<file path="src/rtl/fxp_div_q16.sv">
// Signed Q(32-FRAC).FRAC divider: restoring shift-subtract, one quotient bit per cycle, truncating and saturating.
// Result is held in DONE until out_ready; new operands are taken only in IDLE.
module fxp_div_q16 #(
  parameter int FRAC = 16
) (
  input  logic               clk,
  input  logic               rst,
  input  logic               in_valid,
  output logic               in_ready,
  input  logic signed [31:0] a,
  input  logic signed [31:0] b,
  output logic               out_valid,
  input  logic               out_ready,
  output logic signed [31:0] q,
  output logic               ovf,
  output logic               div_zero
);

  localparam int W  = 32 + FRAC;
  localparam int CW = $clog2(W);

  typedef enum logic [1:0] {
    IDLE,
    CALC,
    DONE
  } state_t;

  state_t          state_q, state_d;
  logic [CW-1:0]   cnt_q, cnt_d;
  logic [31:0]     rem_q, rem_d;
  logic [W-1:0]    quo_q, quo_d;
  logic [31:0]     dvs_q, dvs_d;
  logic            neg_q, neg_d;
  logic [31:0]     q_q, q_d;
  logic            ovf_q, ovf_d;
  logic            dz_q, dz_d;

  logic [31:0]     a_u, b_u;
  logic [31:0]     mag_a, mag_b;
  logic [31:0]     rem_shift;
  logic            fits;
  logic [W-1:0]    quo_nxt;

  assign a_u = a;
  assign b_u = b;

  assign mag_a = a_u[31] ? (~a_u + 32'd1) : a_u;
  assign mag_b = b_u[31] ? (~b_u + 32'd1) : b_u;

  // The shifted remainder is 33 bits wide; its top bit is rem_q[31], which
  // forces a subtract, and the low 32 bits of the difference are then exact.
  assign rem_shift = {rem_q[30:0], quo_q[W-1]};
  assign fits      = rem_q[31] | (rem_shift >= dvs_q);
  assign quo_nxt   = {quo_q[W-2:0], fits};

  always_comb begin
    state_d = state_q;
    cnt_d   = cnt_q;
    rem_d   = rem_q;
    quo_d   = quo_q;
    dvs_d   = dvs_q;
    neg_d   = neg_q;
    q_d     = q_q;
    ovf_d   = ovf_q;
    dz_d    = dz_q;

    case (state_q)
      IDLE: begin
        if (in_valid) begin
          if (b_u == 32'd0) begin
            state_d = DONE;
            dz_d    = 1'b1;
            ovf_d   = 1'b0;
            if (a_u == 32'd0) begin
              q_d = 32'd0;
            end else if (a_u[31]) begin
              q_d = 32'h8000_0000;
            end else begin
              q_d = 32'h7FFF_FFFF;
            end
          end else begin
            state_d = CALC;
            cnt_d   = '0;
            rem_d   = 32'd0;
            quo_d   = W'(mag_a) << FRAC;
            dvs_d   = mag_b;
            neg_d   = a_u[31] ^ b_u[31];
          end
        end
      end

      CALC: begin
        rem_d = fits ? (rem_shift - dvs_q) : rem_shift;
        quo_d = quo_nxt;
        cnt_d = cnt_q + CW'(1);
        if (cnt_q == CW'(W - 1)) begin
          state_d = DONE;
          cnt_d   = '0;
          dz_d    = 1'b0;
          // Negative results may reach 2^31 in magnitude; positive ones stop at 2^31-1.
          if (neg_q) begin
            if (quo_nxt > W'(32'h8000_0000)) begin
              q_d   = 32'h8000_0000;
              ovf_d = 1'b1;
            end else begin
              q_d   = ~quo_nxt[31:0] + 32'd1;
              ovf_d = 1'b0;
            end
          end else begin
            if (quo_nxt > W'(32'h7FFF_FFFF)) begin
              q_d   = 32'h7FFF_FFFF;
              ovf_d = 1'b1;
            end else begin
              q_d   = quo_nxt[31:0];
              ovf_d = 1'b0;
            end
          end
        end
      end

      DONE: begin
        if (out_ready) begin
          state_d = IDLE;
        end
      end

      default: begin
        state_d = IDLE;
      end
    endcase
  end

  always_ff @(posedge clk) begin
    if (rst) begin
      state_q <= IDLE;
      cnt_q   <= '0;
      rem_q   <= 32'd0;
      quo_q   <= '0;
      dvs_q   <= 32'd0;
      neg_q   <= 1'b0;
      q_q     <= 32'd0;
      ovf_q   <= 1'b0;
      dz_q    <= 1'b0;
    end else begin
      state_q <= state_d;
      cnt_q   <= cnt_d;
      rem_q   <= rem_d;
      quo_q   <= quo_d;
      dvs_q   <= dvs_d;
      neg_q   <= neg_d;
      q_q     <= q_d;
      ovf_q   <= ovf_d;
      dz_q    <= dz_d;
    end
  end

  assign in_ready  = (state_q == IDLE);
  assign out_valid = (state_q == DONE);
  assign q         = q_q;
  assign ovf       = ovf_q;
  assign div_zero  = dz_q;

endmodule

</file>
<file path="config.mk">
export PLATFORM = sky130hd
export DESIGN_NAME = fxp_div_q16
export DESIGN_NICKNAME = d
export VERILOG_FILES = /design/src/rtl/fxp_div_q16.sv
export SDC_FILE = /design/constraint.sdc
export NUM_CORES = 1
export LEC_CHECK = 0
export CORE_MARGIN = 2
export CORE_UTILIZATION = 70
export DETAILED_ROUTE_END_ITERATION = 7
export DONT_BUFFER_PORTS = 1
export GPL_TIMING_DRIVEN = 0
export PLACE_DENSITY = 0.86
export SYNTH_ARGS = -nofsm -noshare
export SYNTH_HDL_FRONTEND = slang
export SYNTH_SLANG_ARGS = --single-unit
</file>
<file path="constraint.sdc">
create_clock -name clk -period 8.85 [get_ports clk]
set_input_delay 1.77 -clock clk [delete_from_list [all_inputs] [get_ports clk]]
set_output_delay 1.77 -clock clk [all_outputs]
set_load 0.01 [all_outputs]
</file>
==> summary.md <==
| Metric | Value |
|---|---|
| Critical Path Sink | q[19] |
| Core Region | approximately 14000 sq um |
| CP most frequent cell | or4_1 |
| R2R setup slack | around 2.5 ns |
| Buf+Inv Stages, Crit Path | 4 |
| Starting DRT DRC Count | approximately 1400 |
| Die width | between 100 and 150 microns |
| Die area | about 15000 sq um |
| F_max | approximately 0.16 GHz |
| Mapped Nets | approximately 1400 |
| CP peak stage delay | 0.52 ns |
| Tcrit/Tclk final | between 70% and 80% |
| Hold-fix buffers, CTS | 0 |
| Unrepaired setup endpoints after global routing | false |
| Share of synthesized area spent on multiplexers | 0.7331% |
| Final setup fails | 0 |
| Std-Cell Rows | 43 |
| CTS clk-pin slew, worst paths | about 0.07 ns |
| Met1 usage | between 50 and 60% |
| IO Count | about 100 |
| Total CTS buffers | 17 |
| Cell depth of the worst setup path | 21 |
| Routability cong. | 0.9539 |
| DR vias | 10350 |
| CP top delay family | simple AND/OR/NAND/NOR gates |
| WL/cell | a little over 20 microns |
| Reg2reg end | q[19] |
| Drt drc | 1 |
| Final #Nets | approximately 1400 |
| Share of cells above drive strength 1 | under 10% |
| CTS tree | yes |
| Post-Synth Simple-Gate Area | 21.99% |
| Synth Area in Adders | 4.752% |
| CP Launch Type | flip-flop |
| CP arrival | ~6.8 ns |
| Syn. warnings | 0 |
| Netlist cell types | 67 |
| Crit-path cells | inv_1, ha_1, nor2b_1, o31a_1, o31ai_1, a21oi_1, o21ai_0, nand2_1, inv_2, buf_1, ha_1, nand2b_1, or4_1, or4_1, buf_2, o21ai_4, nand2_2, or4_1, o21ai_1, nand2_1, a31oi_1 |
| Slew HR | 37.97% |
| Pin count of the biggest net entering global routing | 17 |
| Finished Layout Cells | roughly 1500 |
| Worst-Margin Slew | ~0.93 ns |
| Critical Path End Type | flip-flop |
| Worst VDD drop | ~0.17 mV |
| DR vias/cell | 6.830 |
| Largest family of logic cells by synthesized area | compound AO/OA/AOI/OAI gates |
| Post-Syn Area | 9899 sq um |
| Synth Register Bits | between 150 and 200 |
| Post-Synth XOR/XNOR Area | 7.963% |
| Multi-input logic area | approximately 6200 sq um |
| Initial Utilization | between 70% and 80% |
| Global-route wire length before repair | roughly 48 mm |
| Routed Wire Length | ~31 mm |
| Pwr dens | about 230 nW/um^2 |
| Kind of critical path | flip-flop to flip-flop |
| Layout overhead on the synthesized area | 8.480% |
| Final setup TNS | 0 ns |
| Slowest-stage cell, CP | o21ai_0 |
| Cells after Synth | ~1300 |
| Worst Slack Setup Final | between 2 and 2.5 ns |
| Final max-slew violation count | 0 |
| Pre-CTS setup slack | roughly 2.7 ns |
| Gr usage total | 40.82% |
| LEAKAGE | 4.059 nW |
| N_diodes | 0 |
| Met2 usage in global routing | between 60 and 70% |
| Failing checks | design-rule violations |
| Top Usage Layer GRT | met2 |
| Worst EP required | 9.20 ns |
| Final Critical Period | approximately 6.4 ns |
| Largest cells by area after synthesis | dfxtp_1, nor2_1, o21ai_0, a21oi_1, ha_1 |
| Number of port buffers | 0 |
| Met3 global-route usage | between 8 and 9% |
| Fillers | roughly 1100 |
| FFs w/ async S/R, synth | 0% |
| Post-synth EDFFs | 0 |
| Crit path max fanout | 10 |
| Hold Crit Class | flip-flop to flip-flop |
| Worst hold margin | ~0.45 ns |
| Vias in the first global route | 9329 |
| Max cap viols | 0 |
| DR pass1 iterations | 8 |
| FF-to-FF Start | dvs_q[2] |
| Final hold violation count | 0 |
| Final ANT Viol Nets | 0 |
| R2R depth | 21 |
| List of most frequent post-synthesis cells | nor2_1, dfxtp_1, o21ai_0, a21oi_1, nand2_1 |
| Placed cells | approximately 1500 |
| Status | complete, but fails checks |
| Crit path launch | dvs_q[2] |
| CTS Root Cell | clkbuf_16 |
| Post-CTS Resized | 0 |
| # clock sinks | approximately 160 |
| Syn_area_per_cell | between 7 and 8 sq um |
| Hold path cells | 2 |
| Setup Fix Bufs, Post-CTS | 0 |
| Die Y-Extent | roughly 120 microns |
| Synth area leader | dfxtp_1 |
| Initial antenna violation count | 0 |
| CTS max path bufs | 2 |
| Max H-tree Level | 4 |
| Synth Area in Compound Gates | a little over a quarter |
| Dominant synthesized flop cell | dfxtp_1 |
| Clock Latency Late Sink | around 0.44 ns |
| Worst Skew | between 0.008 and 0.009 ns |
| Sequential fraction of the synthesis area | a little under a third |
| Register Area | slightly above 3000 sq um |
| Share of the synthesized area in the top cell type | 31.34% |
| DP Wirelength | ~22 mm |
| Most frequent cell after synthesis | nor2_1 |
| Grt ovf | 0 |
==> flip-flops by register name, indices dropped and copies added (netlist names) <==
register	flops
cnt_q	6
div_zero	1
dvs_q	32
neg_q	1
ovf	1
q	32
quo_q	48
rem_q	32
state_q	2
==> tightest hold or removal path, stage by stage, from the launching register on <==
cell and delay, ns:
dfxtp_1 0.31, nand2_1 0.05, a21oi_1 0.05
==> placed cells by master, fill, tap and decap left out, drive strengths merged, types with 6 or more instances in the layout <==
cell,Yosys,layout
a211oi,35,35
a21o,8,8
a21oi,98,98
a222oi,19,19
a22oi,26,26
a31oi,15,15
buf,24,24
clkbuf,62,84
clkinvlp,0,6
dfxtp,155,155
ha,36,36
inv,56,56
nand2,82,82
nand2b,15,15
nand3,15,15
nand4,13,13
nor2,198,198
nor2b,9,9
nor3,40,40
nor4,20,20
o211ai,10,10
o21a,7,7
o21ai,104,104
o22ai,16,16
o31ai,26,26
o41ai,11,11
or2,10,10
or3,20,20
or4,22,22
xnor2,49,49
xor2,41,41
==> cell families (layout without fill, tap and decap cells) <==
| kind of cell | after synthesis | count (layout) |
|---|---|---|
| multiplexers | 7 | 7 |
| flip-flops | 155 | 155 |
| XOR/XNOR | 90 | 90 |
| AO/OA/AOI/OAI | 415 | 415 |
| AND/OR/NAND/NOR | 457 | 457 |
| buffers and inverters | 142 | 174 |
| adder cells (fa/ha/maj) | 37 | 37 |
==> layer usage <==
metal	routed length, microns	up-vias
li1	-	4788
met1	12860	4781
met2	13430	659
met3	3395	120
met4	1267	0
met5	0	-
==> worst min-delay path by stage <==
stage               from   endpoint  slack [ns]
2_1_floorplan  dvs_q[31]  dvs_q[31]        0.43
3_3_place_gp   dvs_q[31]  dvs_q[31]        0.44
3_5_place_dp   dvs_q[31]  dvs_q[31]        0.45
4_1_cts        dvs_q[31]  dvs_q[31]        0.45
5_1_grt         dvs_q[0]   dvs_q[0]        0.49
6_report       dvs_q[31]  dvs_q[31]        0.45
==> cell type report <==
class / instances / area share [%]
Multi-Input combinational cell: 1006 / 57.99
Sequential cell: 155 / 28.89
Clock buffer: 22 / 4.416
Buffer: 86 / 3.344
Tap cell: 180 / 2.097
Inverter: 56 / 1.957
Clock inverter: 10 / 1.305
==> report_power, final <==
part	internal (mW)	switching (mW)
clock	0.465	0.301
combinational	0.320	0.582
sequential	0.744	0.0448
==> per-stage QoR <==
step / instance area (sq um) / util (%) / total power, mW
global route: 10740 / 77.67 / 2.565
floorplan: 9899 / - / 1.454
finish: 10740 / 77.67 / 2.458
CTS: 10740 / 77.67 / 2.423
detailed placement: 10120 / 73.22 / 1.661
global placement: 10120 / 73.22 / 1.652
(Power assumes the default switching activity.)
